[config.mk]
export PLATFORM = sky130hd
export DESIGN_NAME = booth2_pp1_decoder_flat
export DESIGN_NICKNAME = d
export VERILOG_FILES = /design/src/rtl/booth2_pp1_decoder_if.sv /design/src/rtl/booth2_pp1_decoder.sv /design/src/flat_wrapper.sv
export SDC_FILE = /design/constraint.sdc
export NUM_CORES = 1
export LEC_CHECK = 0
export ABC_AREA = 1
export CAP_MARGIN = 15
export CORE_ASPECT_RATIO = 2
export CORE_UTILIZATION = 35
export CTS_CLUSTER_DIAMETER = 50
export CTS_CLUSTER_SIZE = 28
export DETAILED_ROUTE_END_ITERATION = 10
export PLACE_DENSITY = 0.71
export SETUP_SLACK_MARGIN = 0.02
export SLEW_MARGIN = 0
export SYNTH_ARGS = -nofsm -noshare
export SYNTH_HDL_FRONTEND = slang
export SYNTH_SLANG_ARGS = --single-unit
[constraint.sdc]
create_clock -name clk -period 0.8 [get_ports clk]
set_input_delay 0.12 -clock clk [delete_from_list [all_inputs] [get_ports clk]]
set_output_delay 0.12 -clock clk [all_outputs]
set_load 0.01 [all_outputs]
[src/rtl/booth2_pp1_decoder_if.sv]
// Handshake bundle for the first-row Booth-2 partial-product decoder.
// Master drives the Booth code and operands, slave returns the product.
interface booth2_pp1_decoder_if #(
  parameter int A_W = 16
);
  logic           in_valid;
  logic [1:0]     code_2bit;
  logic [A_W-1:0] A;
  logic [A_W:0]   inversed_A;
  logic [A_W+1:0] pp_out;
  logic           out_valid;

  modport master (
    output in_valid,
    output code_2bit,
    output A,
    output inversed_A,
    input  pp_out,
    input  out_valid
  );

  modport slave (
    input  in_valid,
    input  code_2bit,
    input  A,
    input  inversed_A,
    output pp_out,
    output out_valid
  );
endinterface

[src/rtl/booth2_pp1_decoder.sv]
// Radix-4 Booth decoder for the least-significant partial product.
// Selects 0/+A/-2A/-A and registers the word with its sign inverted.
module booth2_pp1_decoder #(
  parameter int A_W = 16
) (
  input  logic                 clk,
  input  logic                 rst,
  booth2_pp1_decoder_if.slave  bus
);

  localparam int PW = A_W + 2;
  localparam logic [PW-1:0] ENC_ZERO =
    {1'b1, {(PW-1){1'b0}}};

  logic          sel_pos;
  logic          sel_neg2;
  logic          sel_neg;
  logic [PW-1:0] p;
  logic [PW-1:0] enc;
  logic [PW-1:0] pp_q;
  logic          vld_q;

  // Implicit B[-1]=0 leaves only three non-zero codes.
  always_comb begin
    sel_pos  = bus.in_valid &&
               (bus.code_2bit == 2'b01);
    sel_neg2 = bus.in_valid &&
               (bus.code_2bit == 2'b10);
    sel_neg  = bus.in_valid &&
               (bus.code_2bit == 2'b11);
  end

  always_comb begin
    p = '0;
    unique case (1'b1)
      sel_pos:
        p = {{2{bus.A[A_W-1]}}, bus.A};
      sel_neg2:
        p = {bus.inversed_A, 1'b0};
      sel_neg:
        p = {bus.inversed_A[A_W],
             bus.inversed_A};
      default:
        p = '0;
    endcase
  end

  assign enc = {~p[PW-1], p[PW-2:0]};

  always_ff @(posedge clk) begin
    if (rst) begin
      pp_q  <= ENC_ZERO;
      vld_q <= 1'b0;
    end else begin
      vld_q <= bus.in_valid;
      if (bus.in_valid)
        pp_q <= enc;
    end
  end

  assign bus.pp_out    = pp_q;
  assign bus.out_valid = vld_q;

endmodule

[src/flat_wrapper.sv]
// flat-port wrapper written by rule: the top's interface ports become plain ports
module booth2_pp1_decoder_flat 
#(
  parameter int A_W = 16
)
  (clk, rst, bus_in_valid, bus_code_2bit, bus_A, bus_inversed_A, bus_pp_out, bus_out_valid);
  booth2_pp1_decoder_if #(.A_W(A_W)) bus_i ();
  input  logic clk;
  input  logic rst;
  input wire logic [$bits(bus_i.in_valid)-1:0] bus_in_valid;
  input wire logic [$bits(bus_i.code_2bit)-1:0] bus_code_2bit;
  input wire logic [$bits(bus_i.A)-1:0] bus_A;
  input wire logic [$bits(bus_i.inversed_A)-1:0] bus_inversed_A;
  output wire logic [$bits(bus_i.pp_out)-1:0] bus_pp_out;
  output wire logic [$bits(bus_i.out_valid)-1:0] bus_out_valid;
  assign bus_i.in_valid = bus_in_valid;
  assign bus_i.code_2bit = bus_code_2bit;
  assign bus_i.A = bus_A;
  assign bus_i.inversed_A = bus_inversed_A;
  assign bus_pp_out = bus_i.pp_out;
  assign bus_out_valid = bus_i.out_valid;
  booth2_pp1_decoder #(.A_W(A_W)) u_core (.clk(clk), .rst(rst), .bus(bus_i));
endmodule
==> results.yml <==
floorplan:
  fp.dieW_um: 43.4
  core_um2: 3230
  fp-row-count: 29
  dieArea_um2: 3680
  io_pins: 57
  die-height_um: 84.8
  start_util_pct: 37.2
power_and_ir_drop:
  totalPowerFinal_w: 0.00242
  comb_power_share_pct: 29.3
  p_int_w: 0.00175
  p_sw_share_pct: 27.6
  ir_drop_mv: 1.26
  power_density_nw_per_um2: 1270
  p_clk_share_pct: 27.2
  p_sw_w: 0.000669
  p_leak_nw: 0.907
  p_seq_share_pct: 43.5
routing:
  wire_per_inst_um: 12.9
  vias: 1398
  wl_met2_um: 2030
  drt-total-wl_um: 3510
  wl_met3_um: 214
  drc: 11
  dr.pass1.iters: 7
  wl_met1_um: 1230
  highest_layer: "met4"
  drtAntennaViolNets: 0
  drt-vias-per-instance: 5.16
  drt-initial-drc-count: 39
hold_path:
  min_path_type: "in2reg"
  hold_start: "bus_inversed_A[0]"
  hold_end: "u_core.bus.pp_out[0]$_SDFFE_PP0P_"
  holdPathStages: 5
critical_path:
  reg2reg_slack_ns: 0.14
  critical_path_arrival_ns: 0.70
  timing.rr.end: "u_core.bus.pp_out[6]$_SDFFE_PP0P_"
  path_delay_family: "flip-flops"
  worstPathRequired_ns: 0.68
  cp-end-kind: "primary output"
  slowest_stage: "dfxtp_2"
  r2r_cells: 4
  critPathKind: "reg2out"
  worstReg2RegStart: "u_core.bus.pp_out[6]$_SDFFE_PP0P_"
  cp_num_buf_inv: 1
  slowest_delay_ns: 0.35
  crit_fanout: 2
  start_kind: "register"
  crit_chain: "buf_6"
global_route:
  overflow: 0
  antenna_found_initial: 0
  grt_pass1_wl_um: 5590
  grt_pass1_vias: 1241
  grt_usage_pct: 19.9
  grt_max_degree: 25
synthesis:
  synth_ff_type: "dfxtp_1"
  synth_area_leaders: "dfxtp_1, nand4_1, nor2_1, nand3_1, inv_1"
  yosysUniqueCellTypes: 16
  synth_edf_count: 0
  syn_nets: 220
  yosysMostFrequentCell: "nor2_1"
  synth.avg_cell_area_um2: 6.60
  yosysWarnings: 0
  ys_seq_elements: 19
  synth_top_area_share_pct: 31.7
  synth_area_leader_cell: "dfxtp_1"
  synthTopCellsByCount: "nor2_1, nand4_1, nand3_1, inv_1, dfxtp_1"
  synth_cells: 182
  ys_seq_area_share_pct: 31.7
  async_reset_ff_share_pct: 0
  syn_area_um2: 1200
outcome:
  status: "complete, but fails checks"
  failed_checks: "DRC, setup timing"
timing:
  maxSlewViolCount: 0
  fin_crit_sh_pct: 103
  worst_slack_ns: -0.0202
  finalSetupViolations: 18
  min_period_ns: 0.820
  clock_skew_ns: 0
  maxSlewHeadroom_pct: 87.3
  worstMarginPinSlew_ns: 0.191
  max_freq_mhz: 1220
  final_hold_viol_count: 0
  grt_setup_unrepaired: "true"
clock_tree:
  cts.reportedPaths.clkPinSlew_ns: 0.07
  clk_latency_ns: 0.25
  cts.sinks: 19
  cts_root_buffer: "clkbuf_8"
  post_cts_buffers: 0
  cts_tree: "yes"
  htreeDepth: 1
  holdBufCountCts: 0
  cts_buffers: 3
  clock_path_buffers: 2
placement:
  dp_hpwl_um: 2550
  port-buffer-count: 56
  gp_congestion: 0.791
  placed_cells: 266
  dp_slack_ns: -0.628
finish:
  layout-drive-gt1-share_pct: 26.3
  fin_util_pct: 59.1
  antenna_cells: 0
  stdcell_count: 271
  layout.nets: 279
  area_growth_syn_to_layout_pct: 58.9
job:
  drv_cap: 0
## how the worst max path moves through the flow
stage | endpoint | cells past startpoint | start
after global placement | u_core.bus.pp_out[16]$_SDFFE_PP0P_ | 8 | bus_code_2bit[1]
final | bus_pp_out[6] | 1 | u_core.bus.pp_out[6]$_SDFFE_PP0P_
after CTS | bus_pp_out[11] | 1 | u_core.bus.pp_out[11]$_SDFFE_PP0P_
after detailed placement | u_core.bus.pp_out[16]$_SDFFE_PP0P_ | 8 | bus_code_2bit[1]
after global routing | bus_pp_out[16] | 1 | u_core.bus.pp_out[16]$_SDFFE_PP0P_
after floorplan | u_core.bus.pp_out[6]$_SDFFE_PP0P_ | 7 | bus_code_2bit[1]
## registers in the layout, indices dropped and copies added (netlist names)
| name | count |
|---|---|
| u_core.bus.pp_out | 18 |
| u_core.bus.out_valid | 1 |
## layout make-up
cell class | count | area (um2)
Tap cell | 31 | 38.8
Sequential cell | 19 | 403
Clock buffer | 4 | 45.0
Multi-Input combinational cell | 125 | 603
Timing Repair Buffer | 69 | 724
Inverter | 23 | 93.8
Fill cell | 317 | 1320
## per-layer routing
metal  track usage [%]  up-vias
met2              37.9       61
met3              2.55        2
met5                 0        -
li1                  -      720
met1              21.3      615
met4              6.53        0
## kinds of logic (layout without fill, tap and decap cells)
group	Yosys count	count (layout)	share of synthesized area, %
simple gates	124	124	48.7
buf+inv	38	96	19.2
flops	19	19	31.7
compound gates	1	1	0.416
## through the flow
| stage | setup TNS, ns | cell area [um2] | hold slack, ns |
|---|---|---|---|
| 2_1_floorplan | 0 | 1220 | 0.323 |
| 3_3_place_gp | -12.93 | 1760 | 0.445 |
| 3_5_place_dp | -13.34 | 1760 | 0.455 |
| 4_1_cts | -0.298 | 1850 | 0.272 |
| 5_1_grt | -0.668 | 1910 | 0.256 |
| 6_report | -0.138 | 1910 | 0.219 |
## cell usage in the layout, fill, tap and decap left out
| cell type | count |
|---|---|
| nor2_1 | 49 |
| nand4_1 | 31 |
| nand3_1 | 25 |
| clkdlybuf4s50_1 | 23 |
| inv_1 | 20 |
| buf_6 | 20 |
| dfxtp_2 | 18 |
| nand2_1 | 15 |
| dlymetal6s2s_1 | 8 |
| buf_4 | 8 |
| inv_4 | 3 |
| clkbuf_8 | 3 |
| buf_2 | 3 |
| dlygate4sd2_1 | 3 |
| nor2_4 | 2 |
| nand2_2 | 1 |
| nand3_2 | 1 |
| a21oi_1 | 1 |
| clkbuf_1 | 1 |
| clkbuf_16 | 1 |
| clkbuf_4 | 1 |
| buf_12 | 1 |
| buf_8 | 1 |
| dfxtp_1 | 1 |
## power by group through the flow
| stage | clock network (W) | registers (W) | logic [W] |
|---|---|---|---|
| 3_5_place_dp | 0 | 0.00105 | 0.000683 |
| 5_1_grt | 0.000729 | 0.00106 | 0.000776 |
| 6_report | 0.000659 | 0.00105 | 0.000711 |
| 2_1_floorplan | 0 | 0.00108 | 0.000316 |
| 4_1_cts | 0.000685 | 0.00105 | 0.000693 |
| 3_3_place_gp | 0 | 0.00105 | 0.000680 |
## repair_timing
item / in CTS / in global routing
gates resized for setup: 126 / 16
cloned: 0 / 1
endpoints found under the setup margin: 37 / 33
pin swaps: 3 / 7
Note: power is estimated with default switching activity, not from simulation.
